[src/rtl/dadda_4bit.sv]
// ---------------------------------------------------------------------------
// dadda_4bit -- 4x4 unsigned multiplier with a single register stage.
//
// The datapath is a Dadda reduction tree followed by a 2-row ripple-carry
// adder. It is purely combinational from the A/B pins up to the prod register.
// Operands are captured on every rising clk edge, and the product appears one
// cycle later. A new operand pair can be applied on every cycle.
//
// Handshake: there is a valid signal only and no ready signal. The block
// cannot stall. in_valid marks that A/B carry a real operand pair on this
// cycle. out_valid is in_valid delayed by exactly one cycle and marks that prod
// belongs to such a pair. prod is updated on every edge whether or not
// in_valid is set, so consumers must qualify it with out_valid.
//
// Ports
//   clk        in   1  rising-edge clock
//   rst_n      in   1  asynchronous active-low reset; clears prod and out_valid
//   A          in   4  multiplicand, unsigned
//   B          in   4  multiplier, unsigned
//   in_valid   in   1  A/B valid this cycle
//   prod       out  8  registered product A*B
//   out_valid  out  1  prod corresponds to an in_valid pair
// ---------------------------------------------------------------------------
module dadda_4bit (
  input  logic       clk,
  input  logic       rst_n,
  input  logic [3:0] A,
  input  logic [3:0] B,
  input  logic       in_valid,
  output logic [7:0] prod,
  output logic       out_valid
);

  // Partial products: pp[i][j] = A[i] & B[j], weight 2^(i+j).
  logic [3:0] pp [4];

  always_comb begin
    for (int i = 0; i < 4; i++) begin
      pp[i] = {4{A[i]}} & B;
    end
  end

  // Stage 1: the target height is 3. Column 3 (height 4) needs one half
  // adder. Its carry raises column 4 to height 4, so column 4 also needs a
  // half adder.
  logic s1_s3, s1_c4, s1_s4, s1_c5;

  dadda_ha u_s1_ha3 (.a(pp[3][0]), .b(pp[2][1]), .s(s1_s3), .c(s1_c4));
  dadda_ha u_s1_ha4 (.a(pp[3][1]), .b(pp[2][2]), .s(s1_s4), .c(s1_c5));

  // Stage 2: the target height is 2. Column 2 (height 3) needs one half
  // adder. Each carry then pushes the next column to height 4, so columns
  // 3..5 each need a full adder.
  logic s2_s2, s2_c3, s2_s3, s2_c4, s2_s4, s2_c5, s2_s5, s2_c6;

  dadda_ha u_s2_ha2 (.a(pp[2][0]), .b(pp[1][1]), .s(s2_s2), .c(s2_c3));
  dadda_fa u_s2_fa3 (.a(s1_s3), .b(pp[1][2]), .ci(pp[0][3]), .s(s2_s3), .co(s2_c4));
  dadda_fa u_s2_fa4 (.a(s1_s4), .b(pp[1][3]), .ci(s1_c4),    .s(s2_s4), .co(s2_c5));
  dadda_fa u_s2_fa5 (.a(pp[3][2]), .b(pp[2][3]), .ci(s1_c5), .s(s2_s5), .co(s2_c6));

  // Final carry-propagate adder over the two remaining rows.
  // Bit 0 has height 1 and passes straight through. Bit 1 has no
  // carry-in, so it uses a half adder. Bits 2..6 use full adders.
  logic [6:2] row_a;
  logic [6:2] row_b;
  logic [7:2] rc;
  logic [7:0] sum;

  assign row_a = {pp[3][3], s2_s5, s2_s4, s2_s3, s2_s2};
  assign row_b = {s2_c6,    s2_c5, s2_c4, s2_c3, pp[0][2]};

  assign sum[0] = pp[0][0];

  dadda_ha u_cpa_ha1 (.a(pp[1][0]), .b(pp[0][1]), .s(sum[1]), .c(rc[2]));

  for (genvar k = 2; k <= 6; k++) begin : g_cpa
    dadda_fa u_fa (.a(row_a[k]), .b(row_b[k]), .ci(rc[k]), .s(sum[k]), .co(rc[k+1]));
  end

  assign sum[7] = rc[7];

  // Output register. The reset is asynchronous, so a pulse mid-stream
  // discards the result that is in flight.
  always_ff @(posedge clk or negedge rst_n) begin
    if (!rst_n) begin
      prod      <= 8'h00;
      out_valid <= 1'b0;
    end else begin
      prod      <= sum;
      out_valid <= in_valid;
    end
  end

endmodule

// ---------------------------------------------------------------------------
// dadda_ha -- half adder.
//   a, b  in  1  addends
//   s     out 1  sum
//   c     out 1  carry
// ---------------------------------------------------------------------------
module dadda_ha (
  input  logic a,
  input  logic b,
  output logic s,
  output logic c
);
  assign s = a ^ b;
  assign c = a & b;
endmodule

// ---------------------------------------------------------------------------
// dadda_fa -- full adder.
//   a, b, ci  in  1  addends and carry-in
//   s         out 1  sum
//   co        out 1  carry-out
// ---------------------------------------------------------------------------
module dadda_fa (
  input  logic a,
  input  logic b,
  input  logic ci,
  output logic s,
  output logic co
);
  assign s  = a ^ b ^ ci;
  assign co = (a & b) | (ci & (a ^ b));
endmodule

[config.mk]
export PLATFORM = sky130hd
export DESIGN_NAME = dadda_4bit
export DESIGN_NICKNAME = d
export VERILOG_FILES = /design/src/rtl/dadda_4bit.sv
export SDC_FILE = /design/constraint.sdc
export NUM_CORES = 1
export LEC_CHECK = 0
export ABC_AREA = 1
export CAP_MARGIN = 15
export CORE_MARGIN = 2
export CORE_UTILIZATION = 30
export CTS_BUF_LIST = sky130_fd_sc_hd__clkbuf_2
export DETAILED_ROUTE_END_ITERATION = 10
export HOLD_SLACK_MARGIN = 0.08
export PLACE_DENSITY_LB_ADDON = 0.08
export SLEW_MARGIN = 20
export SYNTH_ARGS = -nofsm -noshare
export SYNTH_HDL_FRONTEND = slang
export SYNTH_SLANG_ARGS = --single-unit
[constraint.sdc]
create_clock -name clk -period 0.9 [get_ports clk]
set_input_delay 0.135 -clock clk [delete_from_list [all_inputs] [get_ports clk]]
set_output_delay 0.135 -clock clk [all_outputs]
set_load 0.01 [all_outputs]
=== After elaboration in Yosys (flattened, before gate mapping) ===
Index checks and enable logic that the tools add are counted.

* Bitwise gates (word level): 52

{| class="wikitable"
|+ Operators by type and width
! operator !! number
|-
| AND 1 bit || 20
|-
| bitwise XOR 1 bit || 20
|-
| AND 4 bit || 4
|-
| bitwise OR 1 bit || 8
|}

* Flip-flop bits (word level): 9
* Output and inout bits: 9
* Logic and storage cells: 54
* Bits of input ports: 11

=== Logic depth before layout (Yosys ltp) ===
Gate-level depths: netlist of run 1.

* Depth in word-level cells: 13
* Mapped depth: 10
* Depth with buffers taken out: 10

=== Cells and area by module ===
Synthesis of run 1 repeated with hierarchy kept, for this count alone.

* Cells, all modules: 53
* Area, all modules: 555.5 um^2

{| class="wikitable"
|+ Modules (own cells, without submodules)
! module !! sequential area each (um^2) !! area each (um^2) !! cells each !! times used
|-
| dadda_4bit || 225.2 || 345.3 || 41 || 1
|-
| dadda_fa || 0.0 || 20.0 || 1 || 8
|-
| dadda_ha || 0.0 || 12.5 || 1 || 4
|}

=== Least setup slack after synthesis of run 1 ===
Ideal clock, no wire load.

* Path type: input-to-reg
* From: input B[0]
* To: register prod[6]
* Slack: -1921 ps
* Setup time: 136 ps
* Required time: 764 ps
* Buffers on the path: 0
* Arrival time: 2686 ps
* Stages: 10
* Cells stage by stage: nand2_1 -> inv_1 -> ha_1 -> inv_1 -> fa_1 -> inv_1 -> fa_1 -> fa_1 -> fa_1 -> fa_1

* Word-level cells in the longest chain between the ends: 12
* Elaborated cells between the ends (all ways): 33
* Those cells by class: 33 x bitwise

{| class="wikitable"
|+ Ends and longest elaborated chain
! item !! line !! text
|-
| start: declaration || 28 || <nowiki>input logic [3:0] B,</nowiki>
|-
| AND 4 bit || 39 || <nowiki>pp[i] = {4{A[i]}} & B;</nowiki>
|-
| bitwise XOR 1 bit || 108 || <nowiki>assign s = a ^ b;</nowiki>
|-
| bitwise XOR 1 bit (on tied branches) || 126, 125 ||
|-
| AND 1 bit / bitwise XOR 1 bit (equally long branches) || 126, 125 ||
|-
| bitwise OR 1 bit / bitwise XOR 1 bit (equally long branches) || 126 || <nowiki>assign co = (a & b) | (ci & (a ^ b));</nowiki>
|-
| AND 1 bit || 126 ||
|-
| bitwise OR 1 bit || 126 ||
|-
| AND 1 bit || 126 ||
|-
| bitwise OR 1 bit || 126 ||
|-
| AND 1 bit || 126 ||
|-
| bitwise OR 1 bit (*) || 126 ||
|-
| bitwise XOR 1 bit (*) || 125 || <nowiki>assign s = a ^ b ^ ci;</nowiki>
|-
| net g_cpa[6].u_fa.s || 122 || <nowiki>output logic s,</nowiki>
|-
| end signal: assignment || 89 || <nowiki>prod <= sum;</nowiki>
|-
| end: declaration || 30 || <nowiki>output logic [7:0] prod,</nowiki>
|}

The timed path passes the listed nets; every way through them passes the cells marked *.

=== Worst setup path in the final report of run 1 ===
Ends and elaborated chain as after synthesis.

==> results.ini, run 1 <==
[worst_setup_path]
crit_chain = buf_8 > nand2_4 > inv_4 > ha_4 > inv_2 > fa_1 > inv_2 > fa_2 > fa_2 > fa_2 > fa_1
path_max_fanout = 3
cp.required_ns = 1.02
worstSetupEndpointType = flip-flop
slowest_stage = fa_1
crit_type = in2reg
critical_path_buf_inv_count = 4
cp_top_family = adder cells
startpoint_type = primary input
slowest_delay_ns = 0.49
worstPathArrival_ns = 2.64
crit_top_cell = fa_2

[global_route]
grt_max_degree = 10
antenna_found_initial = 0
grt_pass1_vias = 408
overflow = 0
grt_pass1_wl_microns = 1545
track_usage_pct = 10.67

[layout]
drive_gt1_share_pct = 51.76
final_cell_mix = nand2_1 (12), inv_1 (11), buf_2 (10)
antenna_cells = 0
area_delta_synth_final_pct = 60.40
final_common_cell = nand2_1
post-route-util_pct = 51.40
fin_nets = 109

[timing]
worst_pin_slew_ns = 0.1595
holdWs_ns = 0.1395
final_max_slew_viol_count = 0
fmax_ghz = 0.3974
tns_ns = -6.065
relSlewSlack_pct = 89.37
hold_viol_final = 0
rsz0062_at_grt = yes
min_period_ns = 2.517
worst_slack_ns = -1.617
setup-violations-final = 6
fin_crit_sh_pct = 279.6

[routing]
drc_errors = 0
antenna_left = 0
avgRoutedWirePerCell_microns = 9.073
first_iter_violations = 1
first_pass_iters = 2
vias_per_cell = 3.873
wirelength_microns = 998
vias = 426

[worst_hold_path]
min_path_type = in2reg

[power_and_ir_drop]
fin_total_pwr_mw = 1.119
power.density_mw_per_mm2 = 1248
irDropWorstVdd_mv = 0.4745
p_leak_nw = 0.5287

[clock_tree]
clock-sinks = 9
h-tree-depth = 1
clock_tree.root_cell = clkbuf_2
cts_tree = yes
clock_path_buffers = 2
numCtsBuffers = 3
clk_pin_slew_ns = 0.09

[run_status]
status = finished with violations
violations = setup timing

[die]
ios = 20
die_y_microns = 47.18
core_sq_mm = 0.001745
dieArea_sq_mm = 0.002225
chipWidth_microns = 47.18
num_rows = 15
start_util_pct = 32.04

[synthesis]
synth_cell_types = 5
ys_warn_count = 0
synth.top_cell.area_share_pct = 40.27
synthCells = 54
ys_seq_area_share_pct = 40.27
synth_area_leader_cell = dfrtp_1
synth_area_leaders = dfrtp_1 (40%), fa_1 (29%), inv_1 (11%), nand2_1 (11%), ha_1 (8.9%)
synth_nets = 77
synth_area_sq_um = 559.3
yosys_register_bits = 9
avgSynthCellArea_sq_um = 10.36

[placement]
place.detailed.hpwl_microns = 862.9
place_ws_ns = -2.392
io_buffers = 19
place_congestion = 0.7727

[run]
cap_violations = 0

## tightest hold or removal path, stage by stage
cell and delay (ns):
clkbuf_2 0.11, nand2_1 0.06, inv_1 0.03
## final cells by class
class / count / area, sq um
clock buffer: 4 / 20.02
sequential: 9 / 225.2
timing repair buffer: 27 / 209.0
inverter: 17 / 68.82
tap: 25 / 31.28
fill: 178 / 848.3
multi-input combinational: 28 / 342.8
## power by group
part	total, mW	internal [mW]	switching (mW)	leakage (nW)
Sequential	0.485	0.472	0.0132	0.111
Combinational	0.388	0.192	0.196	0.402
Clock	0.247	0.118	0.128	0.0166
## metal layers
| metal | track usage (%) | routed length [microns] | up-vias |
|---|---|---|---|
| met5 | 0 | 0 | - |
| met1 | 10.95 | 377 | 196 |
| met4 | 11.67 | 14 | 0 |
| li1 | - | - | 211 |
| met2 | 17.53 | 538 | 17 |
| met3 | 1.538 | 67 | 2 |
## registers in the layout, summed over array words and instances (netlist names)
signal,cells
out_valid,1
prod,8
## Yosys cell counts
master and instances:
dfrtp_1 9, fa_1 8, ha_1 4, inv_1 17
nand2_1 16
## final timing paths
| path | from | end | slack, ns | cells past startpoint |
|---|---|---|---|---|
| max in group asynchronous | rst_n | prod[1] | 0.59 | 2 |
| setup / recovery | B[0] | prod[6] | -1.62 | 11 |
| hold / removal | A[0] | prod[0] | 0.14 | 3 |
| min in group asynchronous | rst_n | prod[4] | 0.17 | 2 |
## cell families after synthesis
group | share of synthesized area [%]
adders and majority gates | 37.58
buffers and inverters | 11.41
DFF | 40.27
and+or+nand+nor | 10.74
## per-stage QoR
| step | instances | cell area, sq um |
|---|---|---|
| after CTS | 110 | 869.6 |
| after floorplan | 54 | 604.3 |
| after detailed placement | 105 | 878.3 |
| after global routing | 110 | 897.1 |
| after global placement | 105 | 878.3 |
| final | 110 | 897.1 |
## timing repair
action | in CTS | in global routing
pin swaps | 7 | 8
hold buffers | 0 | 0
resized for setup | 68 | 11
setup endpoints to repair | 16 | 13
setup buffers | 1 | 0
cloned | 0 | 0
(Power assumes the default switching activity.)
==> run 2: changes to the inputs <==
Settings changed: GPL_TIMING_DRIVEN from default to 1, TNS_END_PERCENT from default to 5.
==> run 2 against run 1 <==
The run still ends with setup timing left. Total power down 2.5%. Global-route usage down 0.56 points. Worst setup slack worse by 0.0096 ns. Die area unchanged. Cell count down 0.91%. Sequential cell count unchanged. Hold slack better by 0.049 ns. Critical endpoint unchanged.
==> results.ini, run 2 (same netlist as run 1, synthesis figures left out) <==
[run_status]
status = finished with violations
violations = setup timing

[global_route]
overflow = 0
grt_pass1_wl_microns = 1518
track_usage_pct = 10.11
grt_max_degree = 10
antenna_found_initial = 0
grt_pass1_vias = 383

[die]
dieArea_sq_mm = 0.002225
core_sq_mm = 0.001745
chipWidth_microns = 47.18
start_util_pct = 32.04
ios = 20
die_y_microns = 47.18
num_rows = 15

[routing]
drc_errors = 0
avgRoutedWirePerCell_microns = 8.688
wirelength_microns = 947
first_pass_iters = 2
vias = 429
vias_per_cell = 3.936
first_iter_violations = 1
antenna_left = 0

[clock_tree]
clock-sinks = 9
clock_tree.root_cell = clkbuf_2
clock_path_buffers = 2
numCtsBuffers = 3
clk_pin_slew_ns = 0.08
h-tree-depth = 1
cts_tree = yes

[timing]
holdWs_ns = 0.1883
setup-violations-final = 6
worst_pin_slew_ns = 0.1556
fmax_ghz = 0.3958
fin_crit_sh_pct = 280.7
relSlewSlack_pct = 89.63
rsz0062_at_grt = yes
hold_viol_final = 0
tns_ns = -6.237
final_max_slew_viol_count = 0
min_period_ns = 2.526
worst_slack_ns = -1.626

[layout]
largest_register_ffs = 8
fin_nets = 108
fillerInstances = 177
fin_cells = 109
antenna_cells = 0
area_delta_synth_final_pct = 56.60
final_cell_mix = nand2_1 (13), inv_1 (12), dfrtp_1 (9), buf_2 (9)
drive_gt1_share_pct = 46.43
final_common_cell = nand2_1
regMostFlops = prod
top_regs = prod (8), out_valid (1)

[placement]
place.detailed.hpwl_microns = 837.6
place_ws_ns = -2.345
io_buffers = 19
place_congestion = 0.7233
dpl.cell_count = 104

[power_and_ir_drop]
fin_total_pwr_mw = 1.091
irDropWorstVdd_mv = 0.4815
power.density_mw_per_mm2 = 1246
p_leak_nw = 0.5216

[worst_setup_path]
cp.required_ns = 1.00
worstSetupEndpointType = flip-flop
path_max_fanout = 2
startpoint_type = primary input
crit_type = in2reg
worstPathArrival_ns = 2.63

[run]
cap_violations = 0

[worst_hold_path]
min_path_type = in2async

## run 2: timing repair
| item | in CTS | in global routing |
|---|---|---|
| cloned | 0 | 0 |
| setup buffers | 1 | 0 |
| pin swaps | 10 | 3 |
| hold buffers | 0 | 0 |
| resized for setup | 69 | 3 |
| endpoints found under the setup margin | 16 | 14 |
## run 2: worst max-delay path: stages
cell and delay [ns]:
buf_8 0.10, nand2_4 0.05, inv_2 0.04, ha_4 0.25, inv_2 0.03, fa_1 0.51, inv_2 0.04, fa_2 0.33
fa_2 0.37, fa_2 0.34, fa_1 0.42
## run 2: area by class of cell
cell class	count	area [sq um]	share of cell area, %
clock buffer	4	20.02	2.286
timing repair buffer	26	210.2	24.00
multi-input combinational	28	325.3	37.14
inverter	17	63.81	7.286
sequential	9	225.2	25.71
tap	25	31.28	3.571
## run 2: final timing paths
kind	depth (start not counted)	end	start	slack [ns]
setup / recovery	11	prod[6]	B[1]	-1.63
hold / removal	2	prod[6]	rst_n	0.19
max in group asynchronous	2	prod[1]	rst_n	0.59
min in group clk	4	prod[0]	B[0]	0.22
## run 2: through the flow
step | cell area [sq um] | utilization [%]
global placement | 863.3 | 49.46
floorplan | 596.8 | -
finish | 875.8 | 50.18
detailed placement | 863.3 | 49.46
CTS | 860.8 | 49.32
global route | 875.8 | 50.18
## run 2: power breakdown
part	internal [mW]	switching (mW)	total [mW]	leakage [nW]
Clock	0.118	0.118	0.236	0.0166
Sequential	0.472	0.0116	0.483	0.111
Combinational	0.184	0.188	0.372	0.394
## run 2: layer usage
layer	track usage (%)	vias up	routed length, microns
met4	8.333	0	0
met3	1.154	0	46
li1	-	210	-
met1	11.16	204	408
met5	0	-	0
met2	17.26	15	492
